--- config.mk ---
export PLATFORM = sky130hd
export DESIGN_NAME = cp0_unit
export DESIGN_NICKNAME = d
export VERILOG_FILES = /design/src/rtl/cp0_unit.sv
export SDC_FILE = /design/constraint.sdc
export NUM_CORES = 1
export LEC_CHECK = 0
export CAP_MARGIN = 5
export CORE_UTILIZATION = 44
export CTS_CLUSTER_DIAMETER = 120
export DETAILED_ROUTE_END_ITERATION = 8
export PLACE_DENSITY = 0.82
export SLEW_MARGIN = 25
export SYNTH_ARGS = -nofsm -noshare
export SYNTH_HDL_FRONTEND = slang
export SYNTH_SLANG_ARGS = --single-unit
--- constraint.sdc ---
create_clock -name clk -period 2.8 [get_ports clk]
set_input_delay 0.56 -clock clk [delete_from_list [all_inputs] [get_ports clk]]
set_output_delay 0.56 -clock clk [all_outputs]
set_load 0.1 [all_outputs]
--- src/rtl/cp0_unit.sv ---
// Coprocessor-0 register file (SR, Cause, EPC, PRId) and interrupt request generation.
// Optional Count/Compare timer is enabled with `define CP0_TIMER_EN.
module cp0_unit #(
  parameter logic [31:0] PRID_VALUE = 32'h0000_0001,
  parameter logic [31:0] EPC_RESET  = 32'h0000_0000
) (
  input  logic        clk,
  input  logic        reset,
  input  logic [5:0]  hw_int,
  input  logic [31:0] pc_in,
  input  logic        exl_set,
  input  logic        exl_clr,
  input  logic        we,
  input  logic [4:0]  addr,
  input  logic [31:0] wdata,
  output logic [31:0] rdata,
  output logic [31:0] epc_out,
  output logic        int_request
);

  logic [7:0]  r_im;
  logic        r_exl;
  logic        r_ie;
  logic [7:0]  r_ip;
  logic [31:0] r_epc;
  logic        w_wr;
  logic        w_ip7;
  logic        w_unused;

  // The controller pairs cp0_reg_write_en with exl_set, so entry masks the write.
  assign w_wr     = we & ~exl_set;
  assign w_unused = ^pc_in[1:0];

`ifdef CP0_TIMER_EN
  logic [31:0] r_count;
  logic [31:0] r_compare;
  logic        r_timer_pending;
  logic [31:0] w_count_inc;

  assign w_count_inc = r_count + 32'd1;
  assign w_ip7       = hw_int[5] | r_timer_pending;

  always_ff @(posedge clk) begin
    if (reset) begin
      r_count         <= 32'd0;
      r_compare       <= 32'd0;
      r_timer_pending <= 1'b0;
    end else begin
      if (w_wr && addr == 5'd9) begin
        r_count <= wdata;
      end else begin
        r_count <= w_count_inc;
      end
      // A Compare write acknowledges the timer and takes priority over a new match.
      if (w_wr && addr == 5'd11) begin
        r_compare       <= wdata;
        r_timer_pending <= 1'b0;
      end else if (!(w_wr && addr == 5'd9) && w_count_inc == r_compare) begin
        r_timer_pending <= 1'b1;
      end
    end
  end
`else
  assign w_ip7 = hw_int[5];
`endif

  always_ff @(posedge clk) begin
    if (reset) begin
      r_im  <= 8'd0;
      r_exl <= 1'b0;
      r_ie  <= 1'b0;
      r_ip  <= 8'd0;
      r_epc <= EPC_RESET;
    end else begin
      r_ip[7:2] <= {w_ip7, hw_int[4:0]};
      if (exl_set) begin
        r_epc <= {pc_in[31:2], 2'b00};
        r_exl <= 1'b1;
      end else begin
        if (exl_clr) begin
          r_exl <= 1'b0;
        end
        // An SR write in the same cycle as eret overrides the EXL clear.
        if (w_wr) begin
          case (addr)
            5'd12: begin
              r_im  <= wdata[15:8];
              r_exl <= wdata[1];
              r_ie  <= wdata[0];
            end
            5'd13:   r_ip[1:0] <= wdata[9:8];
            5'd14:   r_epc     <= {wdata[31:2], 2'b00};
            default: ;
          endcase
        end
      end
    end
  end

  always_comb begin
    rdata = 32'd0;
    case (addr)
      5'd12:   rdata = {16'd0, r_im, 6'd0, r_exl, r_ie};
      5'd13:   rdata = {16'd0, r_ip, 8'd0};
      5'd14:   rdata = r_epc;
      5'd15:   rdata = PRID_VALUE;
`ifdef CP0_TIMER_EN
      5'd9:    rdata = r_count;
      5'd11:   rdata = r_compare;
`endif
      default: rdata = 32'd0;
    endcase
  end

  assign epc_out     = r_epc;
  assign int_request = r_ie & ~r_exl & (|(r_ip & r_im));

endmodule

Yosys cells after proc, flatten, opt, wreduce, memory -nomap -nowiden
Cells that the tools add are included.

word-level totals
  flip-flop bits (word level) = 48
  latch bits = 0
  memory bits (writable) = 0
  bits in read-only memories = 0
  input port bits = 80
  output and inout bits = 65
  logic and storage cells = 30
  memories kept = 0

cells by class
  add/sub/neg operators = 0
  multipliers = 0
  div/mod/pow operators = 0
  order comparisons = 0
  equality and inequality tests = 4
  shifts and indexed selects = 0
  muxes and demuxes = 8
  bitwise operators = 6
  reduce and logical (&&, ||, !) cells = 6

operators by type and width
  kind                  count
  $pmux W32 S4          1
  $mux W32              3
  $eq A5 B4 Y1 const B  4
  $and A8 B8 Y8         1
  $reduce_or A8 Y1      1
  $reduce_and A3 Y1     2
  $mux W1               4
  $reduce_bool A2 Y1    2
  $and A1 B1 Y1         3
  $not A1 Y1            2
  $reduce_and A2 Y1     1

Logic depth before layout (Yosys ltp)
  word-level depth = 4
  depth in mapped cells = 5

Worst setup path before layout
OpenSTA, ideal clock, no wires.

  path type = input -> output
  start point = input port addr[0]
  end point = output port rdata[0]
  arrival = 3.023 ns
  setup slack = -0.783 ns
  stages on the path = 4
  path through = clkbuf_1 -> nor3b_1 -> a21oi_1 -> nor3_1

between the ends
  word-level cells in the longest chain between the ends = 2
  elaborated cells between the ends (all ways) = 5

RTL lines
  element          line  text
  start, declared  14    input logic [4:0] addr,
  $eq A5 B4 Y1     102   case (addr)
  $pmux W32 S4 *   102
  end, declared    16    output logic [31:0] rdata,

Every way passes the cells marked *; elsewhere a longest branch is shown, timed or not.

Final worst setup path
  start point = input port addr[1]
  end point = output port rdata[24]

Same word-level chain as after synthesis.

==> report_table.html <==
<table>
<tr><th>Metric</th><th>Value</th></tr>
<tr><th colspan="2">Status</th></tr>
<tr><td>Result of the run</td><td>complete, but fails checks</td></tr>
<tr><td>Failing checks</td><td>DRC</td></tr>
<tr><th colspan="2">Timing</th></tr>
<tr><td>Fmax</td><td>about 370 MHz</td></tr>
<tr><td>Final setup fails</td><td>0</td></tr>
<tr><td>Total negative slack</td><td>0 ns</td></tr>
<tr><td>Final Hold Fails</td><td>0</td></tr>
<tr><td>Slew at the pin with the worst max-slew slack</td><td>0.846 ns</td></tr>
<tr><td>Portion of the clock cycle consumed by the worst path in the final layout</td><td>97.5%</td></tr>
<tr><td>Clock tree skew after final layout</td><td>0 ns</td></tr>
<tr><td>Final min period</td><td>about 2.7 ns</td></tr>
<tr><td>Setup repair after global routing missed its margin</td><td>false</td></tr>
<tr><td>Final slew viol count</td><td>0</td></tr>
<tr><td>Slew HR</td><td>between 40% and 50%</td></tr>
<tr><td>Hold_ws</td><td>0.505 ns</td></tr>
<tr><td>Post-route worst setup slack</td><td>between 0.06 and 0.07 ns</td></tr>
<tr><th colspan="2">Synth</th></tr>
<tr><td>Number of distinct library cells after synthesis</td><td>37</td></tr>
<tr><td>Post-synthesis share of cell area spent on full adders, half adders and majority gates</td><td>0%</td></tr>
<tr><td>Synth warnings</td><td>0</td></tr>
<tr><td>Cell types with the largest area share after synthesis</td><td>dfxtp_1 (32%), a221oi_2 (13%), a41oi_2 (8.7%)</td></tr>
<tr><td>Largest family of logic cells by synthesized area</td><td>compound AO/OA/AOI/OAI gates</td></tr>
<tr><td>Post-synthesis cell area</td><td>between 2000 and 3000 sq um</td></tr>
<tr><td>Portion of netlist area occupied by mux cells</td><td>3.03%</td></tr>
<tr><td>Sequential-to-total area share from yosys stat</td><td>about a third</td></tr>
<tr><td>Area share of the leading cell type in the synthesized netlist</td><td>32.3%</td></tr>
<tr><td>Fraction of the mapped netlist area in compound gates</td><td>36.5%</td></tr>
<tr><td>Largest area contributor in the netlist</td><td>dfxtp_1</td></tr>
<tr><td>Gate count of the mapped netlist</td><td>between 300 and 400</td></tr>
<tr><td>Flops &amp; latches, synth</td><td>48</td></tr>
<tr><td>Synth Area in Simple Gates</td><td>about 18%</td></tr>
<tr><td>Average cell area after synthesis</td><td>between 9 and 10 sq um</td></tr>
<tr><td>Post-Synth XOR/XNOR Area</td><td>0%</td></tr>
<tr><th colspan="2">Clocking</th></tr>
<tr><td>Clock transition at the register clock pins on the worst setup and hold paths after CTS</td><td>0.09 ns</td></tr>
<tr><td>TritonCTS clock tree</td><td>done</td></tr>
<tr><td>CTS Sinks</td><td>48</td></tr>
<tr><td>Clk root buf</td><td>clkbuf_8</td></tr>
<tr><td>Clock insertion delay at the later pin of the skew report</td><td>between 0.3 and 0.4 ns</td></tr>
<tr><td>Count of hold-fix buffers inserted at cts</td><td>0</td></tr>
<tr><td>CTS H-tree lvls</td><td>2</td></tr>
<tr><td>Maximum root-to-sink buffer count</td><td>2</td></tr>
<tr><td>Number of setup buffers added after CTS</td><td>0</td></tr>
<tr><td>Number of buffers inserted during clock tree synthesis</td><td>5</td></tr>
<tr><th colspan="2">Global route</th></tr>
<tr><td>All-layer global routing usage</td><td>about a quarter</td></tr>
<tr><td>Overflow after GRT</td><td>0</td></tr>
<tr><td>Antenna violations before repair</td><td>0</td></tr>
<tr><td>Via count of the first global-routing pass</td><td>~3.1k</td></tr>
<tr><td>Largest net degree at the start of global routing</td><td>38</td></tr>
<tr><td>Wire length of the first global-routing pass</td><td>roughly 15000 um</td></tr>
<tr><th colspan="2">Critical path</th></tr>
<tr><td>Signal arrival time at the worst endpoint</td><td>2.17 ns</td></tr>
<tr><td>Cell-by-cell trace of the critical path</td><td>clkdlybuf4s50_1, buf_4, and2b_2, buf_12, and3_1, buf_12</td></tr>
<tr><td>CP max stage cell</td><td>clkdlybuf4s50_1</td></tr>
<tr><td>FF-to-FF setup slack</td><td>between 1.5 and 2 ns</td></tr>
<tr><td>Worst r2r src</td><td>epc_out[13]</td></tr>
<tr><td>Total buffers and inverters traversed by the critical path</td><td>4</td></tr>
<tr><td>Top Family by Delay on Critical Path</td><td>buffers and inverters</td></tr>
<tr><td>Largest driver fanout on the critical path</td><td>29</td></tr>
<tr><td>Worst reg2reg path endpoint</td><td>epc_out[13]</td></tr>
<tr><td>Most frequent cell on the critical path</td><td>buf_12</td></tr>
<tr><td>Crit end category</td><td>output pin</td></tr>
<tr><td>Type of the setup path with the least slack</td><td>in -&gt; out</td></tr>
<tr><td>Stage delay of the slowest cell on the critical path</td><td>approximately 0.6 ns</td></tr>
<tr><td>Type of origin of the critical path</td><td>input port</td></tr>
<tr><td>Req. time, crit path</td><td>between 2 and 2.5 ns</td></tr>
<tr><td>Cells on worst reg2reg path</td><td>2</td></tr>
<tr><th colspan="2">Layout</th></tr>
<tr><td>Final nets</td><td>between 500 and 600</td></tr>
<tr><td>Most frequent standard cell in the layout excluding fill and tap cells</td><td>clkdlybuf4s50_1</td></tr>
<tr><td>Share of final-layout standard cells stronger than drive strength 1</td><td>between 30% and 40%</td></tr>
<tr><td>Area added between synthesis and finish</td><td>62.4%</td></tr>
<tr><td>Fillcell total</td><td>462</td></tr>
<tr><td>Leading cell types in the layout, fill and taps excluded</td><td>clkdlybuf4s50_1 (73), dfxtp_1 (48), buf_4 (43)</td></tr>
<tr><td>Final design instance area without fill</td><td>roughly 4800 sq um</td></tr>
<tr><td>Utilization of the core after routing</td><td>75.2%</td></tr>
<tr><td>Diodes inserted</td><td>0</td></tr>
<tr><th colspan="2">Floorplan</th></tr>
<tr><td>Starting Density</td><td>between 40% and 50%</td></tr>
<tr><td>Count of boundary I/O pins</td><td>approximately 150</td></tr>
<tr><td>Die area</td><td>7090 sq um</td></tr>
<tr><td>Die X</td><td>~84 um</td></tr>
<tr><td>Placeable core region</td><td>6420 sq um</td></tr>
<tr><td>Std cell rows</td><td>29</td></tr>
<tr><td>Die height</td><td>84.2 um</td></tr>
<tr><th colspan="2">Placement</th></tr>
<tr><td>Final GP Congestion</td><td>a little under 0.9</td></tr>
<tr><td>Placed cell area</td><td>between 4000 and 5000 sq um</td></tr>
<tr><td>DPL Wire Length</td><td>approximately 6900 um</td></tr>
<tr><td>IO buf count</td><td>140</td></tr>
<tr><td>Worst slack, placed</td><td>-0.00578 ns</td></tr>
<tr><th colspan="2">Pwr</th></tr>
<tr><td>Pleak</td><td>about 2.0 nW</td></tr>
<tr><td>Internal Pwr Total</td><td>around 1.1 mW</td></tr>
<tr><td>Sw Ratio</td><td>about two fifths</td></tr>
<tr><td>Switching Power</td><td>0.710 mW</td></tr>
<tr><td>Relative contribution of the clock network to total power</td><td>23.5%</td></tr>
<tr><td>Pwr/cell area</td><td>around 380 nW/um^2</td></tr>
<tr><td>Sequential group share of total power</td><td>roughly two fifths</td></tr>
<tr><td>Power share of the combinational group</td><td>between 30% and 40%</td></tr>
<tr><td>IR drop worst, VDD</td><td>0.338 mV</td></tr>
<tr><th colspan="2">Detailed routing</th></tr>
<tr><td>Per-cell via count in the routed design</td><td>roughly 5.8</td></tr>
<tr><td>Average wire per cell in the routed design</td><td>17.9 um</td></tr>
<tr><td>Detail Route Antenna Nets</td><td>0</td></tr>
<tr><td>Drt initial violations</td><td>approximately 120</td></tr>
<tr><td>Drt drc</td><td>20</td></tr>
<tr><td>Vias</td><td>a little over 3k</td></tr>
<tr><td>Drt first pass iters</td><td>7</td></tr>
<tr><td>Detailed-route wire length</td><td>9360 um</td></tr>
<tr><th colspan="2">Min path</th></tr>
<tr><td>Hold Path Stages</td><td>2</td></tr>
<tr><td>Worst Hold Endpoint</td><td>r_im[2]</td></tr>
<tr><td>Hold_sp</td><td>r_im[2]</td></tr>
<tr><td>Type of the worst min-delay path</td><td>reg -&gt; reg</td></tr>
<tr><th colspan="2">Run</th></tr>
<tr><td>Max-cap viol count</td><td>0</td></tr>
</table>
## final cells by class
cell class              count  area [sq um]  share of cell area, %
inverters                  31           116                   2.41
multi-input cells         201          1750                   36.1
flip-flops and latches     48           961                   19.9
repair buffers            157          1820                   37.7
clock inverters             3          22.5                  0.466
clock buffers               5          68.8                   1.42
well taps                  77          96.3                   1.99
## cell families (layout without fill, tap and decap cells)
family	Yosys count	after routing
AO/OA/AOI/OAI	108	108
buffers and inverters	69	196
flip-flops	48	48
multiplexers	9	9
other	1	2
AND/OR/NAND/NOR	82	82
## synthesized netlist by cell type, drive strengths merged
| library cell | instances |
|---|---|
| a21oi | 7 |
| a221o | 8 |
| a221oi | 28 |
| a22o | 1 |
| a22oi | 2 |
| a311oi | 1 |
| a41oi | 28 |
| and2b | 1 |
| and3 | 34 |
| and3b | 1 |
| buf | 16 |
| clkbuf | 22 |
| conb | 1 |
| dfxtp | 48 |
| inv | 31 |
| mux2i | 9 |
| nand2 | 1 |
| nand2b | 19 |
| nand3b | 1 |
| nand4 | 2 |
| nand4b | 1 |
| nand4bb | 1 |
| nor2 | 6 |
| nor2b | 8 |
| nor3 | 2 |
| nor3b | 1 |
| nor4bb | 1 |
| o21ai | 33 |
| or4 | 3 |
## worst max-delay path by stage
| stage | from | to | slack, ns | depth (start not counted) |
|---|---|---|---|---|
| final | addr[1] | rdata[24] | 0.07 | 6 |
| after global placement | addr[4] | rdata[8] | 0.04 | 5 |
| after floorplan | addr[0] | rdata[0] | 0.07 | 4 |
| after CTS | addr[4] | rdata[11] | 0.0006 | 5 |
| after detailed placement | addr[4] | rdata[11] | -0.006 | 5 |
| after global routing | addr[1] | rdata[17] | 0.02 | 6 |
## worst min-delay path: cells and delay by family, from the launching register on
family,cells,cell delay [ns]
and+or+nand+nor,1,0.07
DFF,1,0.34
muxes,1,0.06
## what timing repair did
action | 4_1_cts | 5_1_grt
gates resized for setup | 1 | 7
endpoints found under the setup margin | 1 | 8
hold endpoints to repair | 0 | 0
pin swaps | 0 | 0
## power groups by stage
stage / logic [mW] / clock network [mW] / registers [mW]
after floorplan: 0.213 / 0 / 0.973
after global placement: 0.643 / 0 / 0.763
after detailed placement: 0.655 / 0 / 0.765
after CTS: 0.656 / 0.442 / 0.749
after global routing: 0.688 / 0.473 / 0.753
final: 0.658 / 0.431 / 0.749
## stage by stage
stage | power, mW | cells
4_1_cts | 1.85 | 522
3_3_place_gp | 1.41 | 514
5_1_grt | 1.91 | 522
6_report | 1.84 | 522
3_5_place_dp | 1.42 | 514
2_1_floorplan | 1.19 | 318
## layer usage
metal	wire length, um	up-vias	part of all wire (%)	GRT usage, %
met5	0	-	0	0
met4	233	0	2.5	11.0
met3	542	21	5.8	4.33
met2	4840	116	52	46.4
met1	3750	1457	40	32.0
li1	-	1451	-	-
## state kept, by name, indices dropped and copies added, names as in the netlist
register and count:
r_exl 1, r_ip 8, epc_out 30, r_im 8, r_ie 1
(Power assumes the default switching activity.)
